--- config.mk ---
export PLATFORM = sky130hd
export DESIGN_NAME = x_top_rv32i_rf_mp
export DESIGN_NICKNAME = d
export VERILOG_FILES = /design/src/rtl/x_top_rv32i_rf_mp.sv
export SDC_FILE = /design/constraint.sdc
export NUM_CORES = 1
export LEC_CHECK = 0
export ABC_AREA = 1
export CAP_MARGIN = 20
export CORE_ASPECT_RATIO = 1.25
export CORE_MARGIN = 1
export CORE_UTILIZATION = 25
export CTS_BUF_LIST = sky130_fd_sc_hd__clkbuf_4 sky130_fd_sc_hd__clkbuf_8
export CTS_CLUSTER_DIAMETER = 100
export DETAILED_ROUTE_END_ITERATION = 7
export GPL_TIMING_DRIVEN = 0
export PLACE_DENSITY = 0.39
export SYNTH_ARGS = -nofsm -noshare
export SYNTH_HDL_FRONTEND = slang
export SYNTH_HIERARCHICAL = 1
export SYNTH_SLANG_ARGS = --single-unit
--- constraint.sdc ---
create_clock -name i_clk -period 3.3 [get_ports i_clk]
set_clock_uncertainty 0.1 [all_clocks]
set_input_delay 0.66 -clock i_clk [delete_from_list [all_inputs] [get_ports i_clk]]
set_output_delay 0.66 -clock i_clk [all_outputs]
set_load 0.03 [all_outputs]
--- src/rtl/x_top_rv32i_rf_mp.sv ---
// Multi-read-port rv32i register file: NRD registered read ports, one write port,
// write-first bypass, read hold, and an optional post-reset clear sweep.

module x_rf_rd_port #(
  parameter int XLEN = 32,
  parameter int NREG = 32,
  parameter int AW   = 5
) (
  input  logic            i_clk,
  input  logic            i_nrst,
  input  logic            i_hold,
  input  logic            i_clr,
  input  logic [AW-1:0]   i_addr,
  input  logic [XLEN-1:0] i_mem_data,
  input  logic            i_wr_en,
  input  logic [AW-1:0]   i_wr_addr,
  input  logic [XLEN-1:0] i_wr_data,
  output logic [XLEN-1:0] o_data
);
  logic in_range;
  assign in_range = (i_addr != '0) && (32'(i_addr) < NREG);

  always_ff @(posedge i_clk or negedge i_nrst) begin
    if (!i_nrst)                                o_data <= '0;
    else if (i_clr)                             o_data <= '0;
    else if (!i_hold) begin
      if (!in_range)                            o_data <= '0;
      else if (i_wr_en && i_wr_addr == i_addr)  o_data <= i_wr_data;
      else                                      o_data <= i_mem_data;
    end
  end
endmodule

module x_top_rv32i_rf_mp #(
  parameter int XLEN       = 32,
  parameter int NREG       = 32,
  parameter int NRD        = 2,
  parameter int CLR_ON_RST = 1,
  localparam int AW        = (NREG > 2) ? $clog2(NREG) : 1
) (
  input  logic                i_clk,
  input  logic                i_nrst,
  input  logic                i_hold,
  input  logic [NRD*AW-1:0]   i_rs,
  output logic [NRD*XLEN-1:0] o_rs_data,
  input  logic                i_we,
  input  logic [AW-1:0]       i_rd,
  input  logic [XLEN-1:0]     i_rd_data,
  output logic                o_busy
);
  typedef enum logic {S_CLEAR, S_RUN} state_t;

  typedef struct packed {
    logic            en;
    logic [AW-1:0]   addr;
    logic [XLEN-1:0] data;
  } wr_req_t;

  state_t        state_q, state_d;
  logic [AW-1:0] clr_cnt_q, clr_cnt_d;
  wr_req_t       wr_run, wr_mem;

  logic [XLEN-1:0]           mem [NREG];
  logic [NRD-1:0][AW-1:0]    rs_v;
  logic [NRD-1:0][XLEN-1:0]  rdat;
  logic [NRD-1:0][XLEN-1:0]  rd_q;

  assign rs_v      = i_rs;
  assign o_rs_data = rd_q;
  assign o_busy    = (state_q == S_CLEAR);

  // Writes to x0 or past the last register are dropped, never aliased.
  assign wr_run.en   = i_we && (i_rd != '0) && (32'(i_rd) < NREG);
  assign wr_run.addr = i_rd;
  assign wr_run.data = i_rd_data;

  always_ff @(posedge i_clk or negedge i_nrst) begin
    if (!i_nrst) begin
      state_q   <= (CLR_ON_RST != 0) ? S_CLEAR : S_RUN;
      clr_cnt_q <= '0;
    end else begin
      state_q   <= state_d;
      clr_cnt_q <= clr_cnt_d;
    end
  end

  // While clearing, the sweep owns the write port and external writes are lost.
  always_comb begin
    state_d   = state_q;
    clr_cnt_d = clr_cnt_q;
    wr_mem    = wr_run;
    if (state_q == S_CLEAR) begin
      wr_mem.en   = 1'b1;
      wr_mem.addr = clr_cnt_q;
      wr_mem.data = '0;
      if (clr_cnt_q == AW'(NREG - 1)) state_d   = S_RUN;
      else                            clr_cnt_d = clr_cnt_q + 1'b1;
    end
  end

  always_ff @(posedge i_clk) begin
    if (wr_mem.en) mem[wr_mem.addr] <= wr_mem.data;
  end

  for (genvar k = 0; k < NRD; k++) begin : g_port
    assign rdat[k] = (32'(rs_v[k]) < NREG) ? mem[rs_v[k]] : '0;

    x_rf_rd_port #(.XLEN(XLEN), .NREG(NREG), .AW(AW)) u_port (
      .i_clk      (i_clk),
      .i_nrst     (i_nrst),
      .i_hold     (i_hold),
      .i_clr      (state_q == S_CLEAR),
      .i_addr     (rs_v[k]),
      .i_mem_data (rdat[k]),
      .i_wr_en    (wr_run.en),
      .i_wr_addr  (wr_run.addr),
      .i_wr_data  (wr_run.data),
      .o_data     (rd_q[k])
    );
  end
endmodule

==> metrics.txt <==
critical path's top delay family buffers and inverters; Max Clock Freq 295 MHz; clock sinks between 1,000 and 1,500; Pre-antenna DRT Iters 7; initial core utilization 0.252; Num CTS Buffers 199; remaining antenna violation count 0; Cell Count, Final, Fillers Out between 10,000 and 15,000; worst path buffer plus inverter count 5; outcome finished, violations left; Worst-Skew Late Latency 1050 ps; Post-DP HPWL 229 mm; Setup crit start kind input port; I/O Buffers 115; power per cell area around 500 mW/mm2; Internal 23.7 mW; GR met3 Demand/Resource 0.0430; switch share 0.307; number of flops mapped to enable cells by yosys 1,024; clock network power share 0.391; H-tree Lvls 4; row cnt 195; Final Cycle Share 1.03; dpl ws -1320 ps; total track usage 0.268; VDD IR max about 0.00033 V; syn nets approximately 6,700; M1 GR Usage 0.315; clock-pin slew on the worst setup and hold paths about 60 ps; CP cell instances clkdlybuf4s50_1 -> buf_2 -> buf_2 -> buf_2 -> nand3_1 -> nand3_1 -> nand2_1 -> nand2_1 -> nand2_1 -> nand2_1 -> nand2_1 -> inv_1 -> nand2_1 -> nand3_1 -> nand2_1; Max Buffers Root-to-Sink 3; Die H 536 um; CTS tree done; FF+latch count, synth 1,094; Crit path top cell by count nand2_1; initial antenna violation count 35; critical path type in2reg; final hold violations 0; area of the multi-input gates 0.0209 mm2; root buf cell clkbuf_8; Slew @ Worst Pin approximately 1200 ps; Final min period between 3000 and 4000 ps; io pins 116; Synth warnings 6; Crit path depth 15; R2R cell count 5; Wirelength per Cell between 30 and 40 um; Vias/cell 5.17; net switching power 10.5 mW; vias in the first global route 50,600; ratio of cells with drive above 1 in the final layout 0.127; count of cell types in the netlist 31; total grt overflow 0; register area share after synthesis 0.569; violated checks negative setup slack; TNS Setup -492 ps; synthesized area per cell 8.57 um2; placed insts 9,808; Placed Area ~0.064 mm2; nature of the critical path endpoint flop; # setup viols final 10; grt met2 use 0.448; Core ar. between 0.2 and 0.25 mm2; worst path arrival time 4180 ps; Nets between 7,000 and 8,000; filler instances 23,900; largest net degree at the start of global routing 37; CP max-delay cell clkdlybuf4s50_1; total number of vias roughly 53,000; LEAKAGE 28.4 nW; hold slack around 63 ps; Largest stage delay, worst path between 600 and 700 ps; sequential cell area 0.0325 mm2; Setup WS post-layout -86.3 ps; die area 0.230 mm2; Slew Viols, Final 0; first-pass GRT wire length 423 mm; Combinational Power Share 0.158; initial DRC count 6,197; worst hold path class in2async; Final Wtd Congestion 1.00; GRT busiest layer met2; Seq pwr share 0.451; DRC 0; Overall Power 34.2 mW; async set-reset flop share out of synthesis 0.0640; CP required 4090 ps; final non-filler cell area 0.0686 mm2; Area growth syn-to-layout 20.2%; Rel. slew slack 0.226; unrepaired setup endpoints after global routing false; Mapped Cells approximately 6,700; Syn Std Cell Area around 0.057 mm2; Post-Route WL 316 mm; worst-path fanout max 10; Post-synth top flop edfxtp_1; post-layout util 0.303; Die Wd 429 um; MaxCap Viol Count 0
## layout by cell type, fill, tap and decap left out, drive strengths merged, types with 2 or more instances in the layout
cell type	synthesis	routed
nand2	3150	3150
nand3	1611	1611
edfxtp	1024	1024
buf	429	551
clkbuf	47	345
inv	200	208
clkdlybuf4s50	0	113
dfrtp	70	70
clkinv	0	66
nand4	65	65
nor2	56	56
diode	0	16
clkinvlp	0	3
xor2	2	2
ha	2	2
bufinv	0	2
o21ai	2	2
a21oi	2	2
## power by group through the flow
| stage | logic (mW) | registers, mW | clock network [mW] |
|---|---|---|---|
| finish | 5.41 | 15.4 | 13.4 |
| detailed placement | 5.27 | 15.7 | 0 |
| global placement | 5.10 | 15.7 | 0 |
| global route | 5.59 | 15.4 | 14.1 |
| floorplan | 2.32 | 15.9 | 0 |
| CTS | 5.30 | 15.4 | 13.6 |
## worst register-to-register path, stage by stage (launching register included)
cell and delay (ps):
dfrtp_1 460, buf_2 300, a21oi_1 320, nand3_1 680, nor2_4 730, buf_12 290
## cells by family (layout without fill, tap and decap cells)
family | count (synthesis) | in the layout | synth area share
flops | 1094 | 1094 | 0.569
compound gates | 5 | 5 | 0.000614
fa+ha+maj | 2 | 2 | 0.000438
other cells | 0 | 16 | 0
simple gates | 4885 | 4885 | 0.361
xor+xnor | 3 | 3 | 0.000460
buf+inv | 676 | 1290 | 0.0686
## cells in the mapped netlist, types with 4 or more instances
cell type,number,area share
buf_1,32,0.0021
buf_2,230,0.020
buf_4,50,0.0066
buf_6,113,0.022
buf_8,4,0.0011
clkbuf_1,47,0.0031
dfrtp_1,70,0.031
edfxtp_1,1024,0.54
inv_1,192,0.013
inv_2,6,0.00039
nand2_1,3148,0.21
nand3_1,1609,0.14
nand4_1,65,0.0071
nor2_1,50,0.0033
nor2_4,4,0.00079
## final timing paths
path / start / slack (ps) / to
worst max-delay path: i_rs[1] / -90 / g_port[0].u_port/o_data[13]
worst min-delay path: i_nrst / 60 / g_port[1].u_port/o_data[3]
worst max register to register: state_q / 40 / mem[13][23]
worst min register to register: g_port[0].u_port/o_data[19] / 380 / g_port[0].u_port/o_data[19]
max in group asynchronous: i_nrst / 2280 / g_port[0].u_port/o_data[1]
min in group i_clk: i_rd_data[4] / 340 / g_port[1].u_port/o_data[4]
## registers in the layout (all words and copies together), names as in the netlist
register and cells:
mem 1024, clr_cnt_q 5, state_q 1, g_port.u_port/o_data 64
## per-layer routing
layer / wire [um] / vias up / part of all wire
met5: 59 / - / 0.00019
met4: 24200 / 8 / 0.077
met3: 23500 / 860 / 0.074
met2: 150000 / 2895 / 0.47
met1: 119000 / 26000 / 0.38
li1: - / 23300 / -
## timing repair
action                                  CTS  global route
hold buffers                              1             0
hold endpoints to repair                 70             0
pin swaps                                26             0
buffers inserted                         53             0
endpoints found under the setup margin  430             6
gates resized for setup                   7            10
## layout make-up
cell class	instances	share of cell area
flip-flops and latches	1094	0.474
multi-input cells	4895	0.305
well taps	2955	0.0539
repair buffers	242	0.0515
clock buffers	293	0.0514
plain buffers	476	0.0464
inverters	200	0.0111
clock inverters	79	0.00658
diodes	16	0.000583
Note: power is estimated with default switching activity, not from simulation.
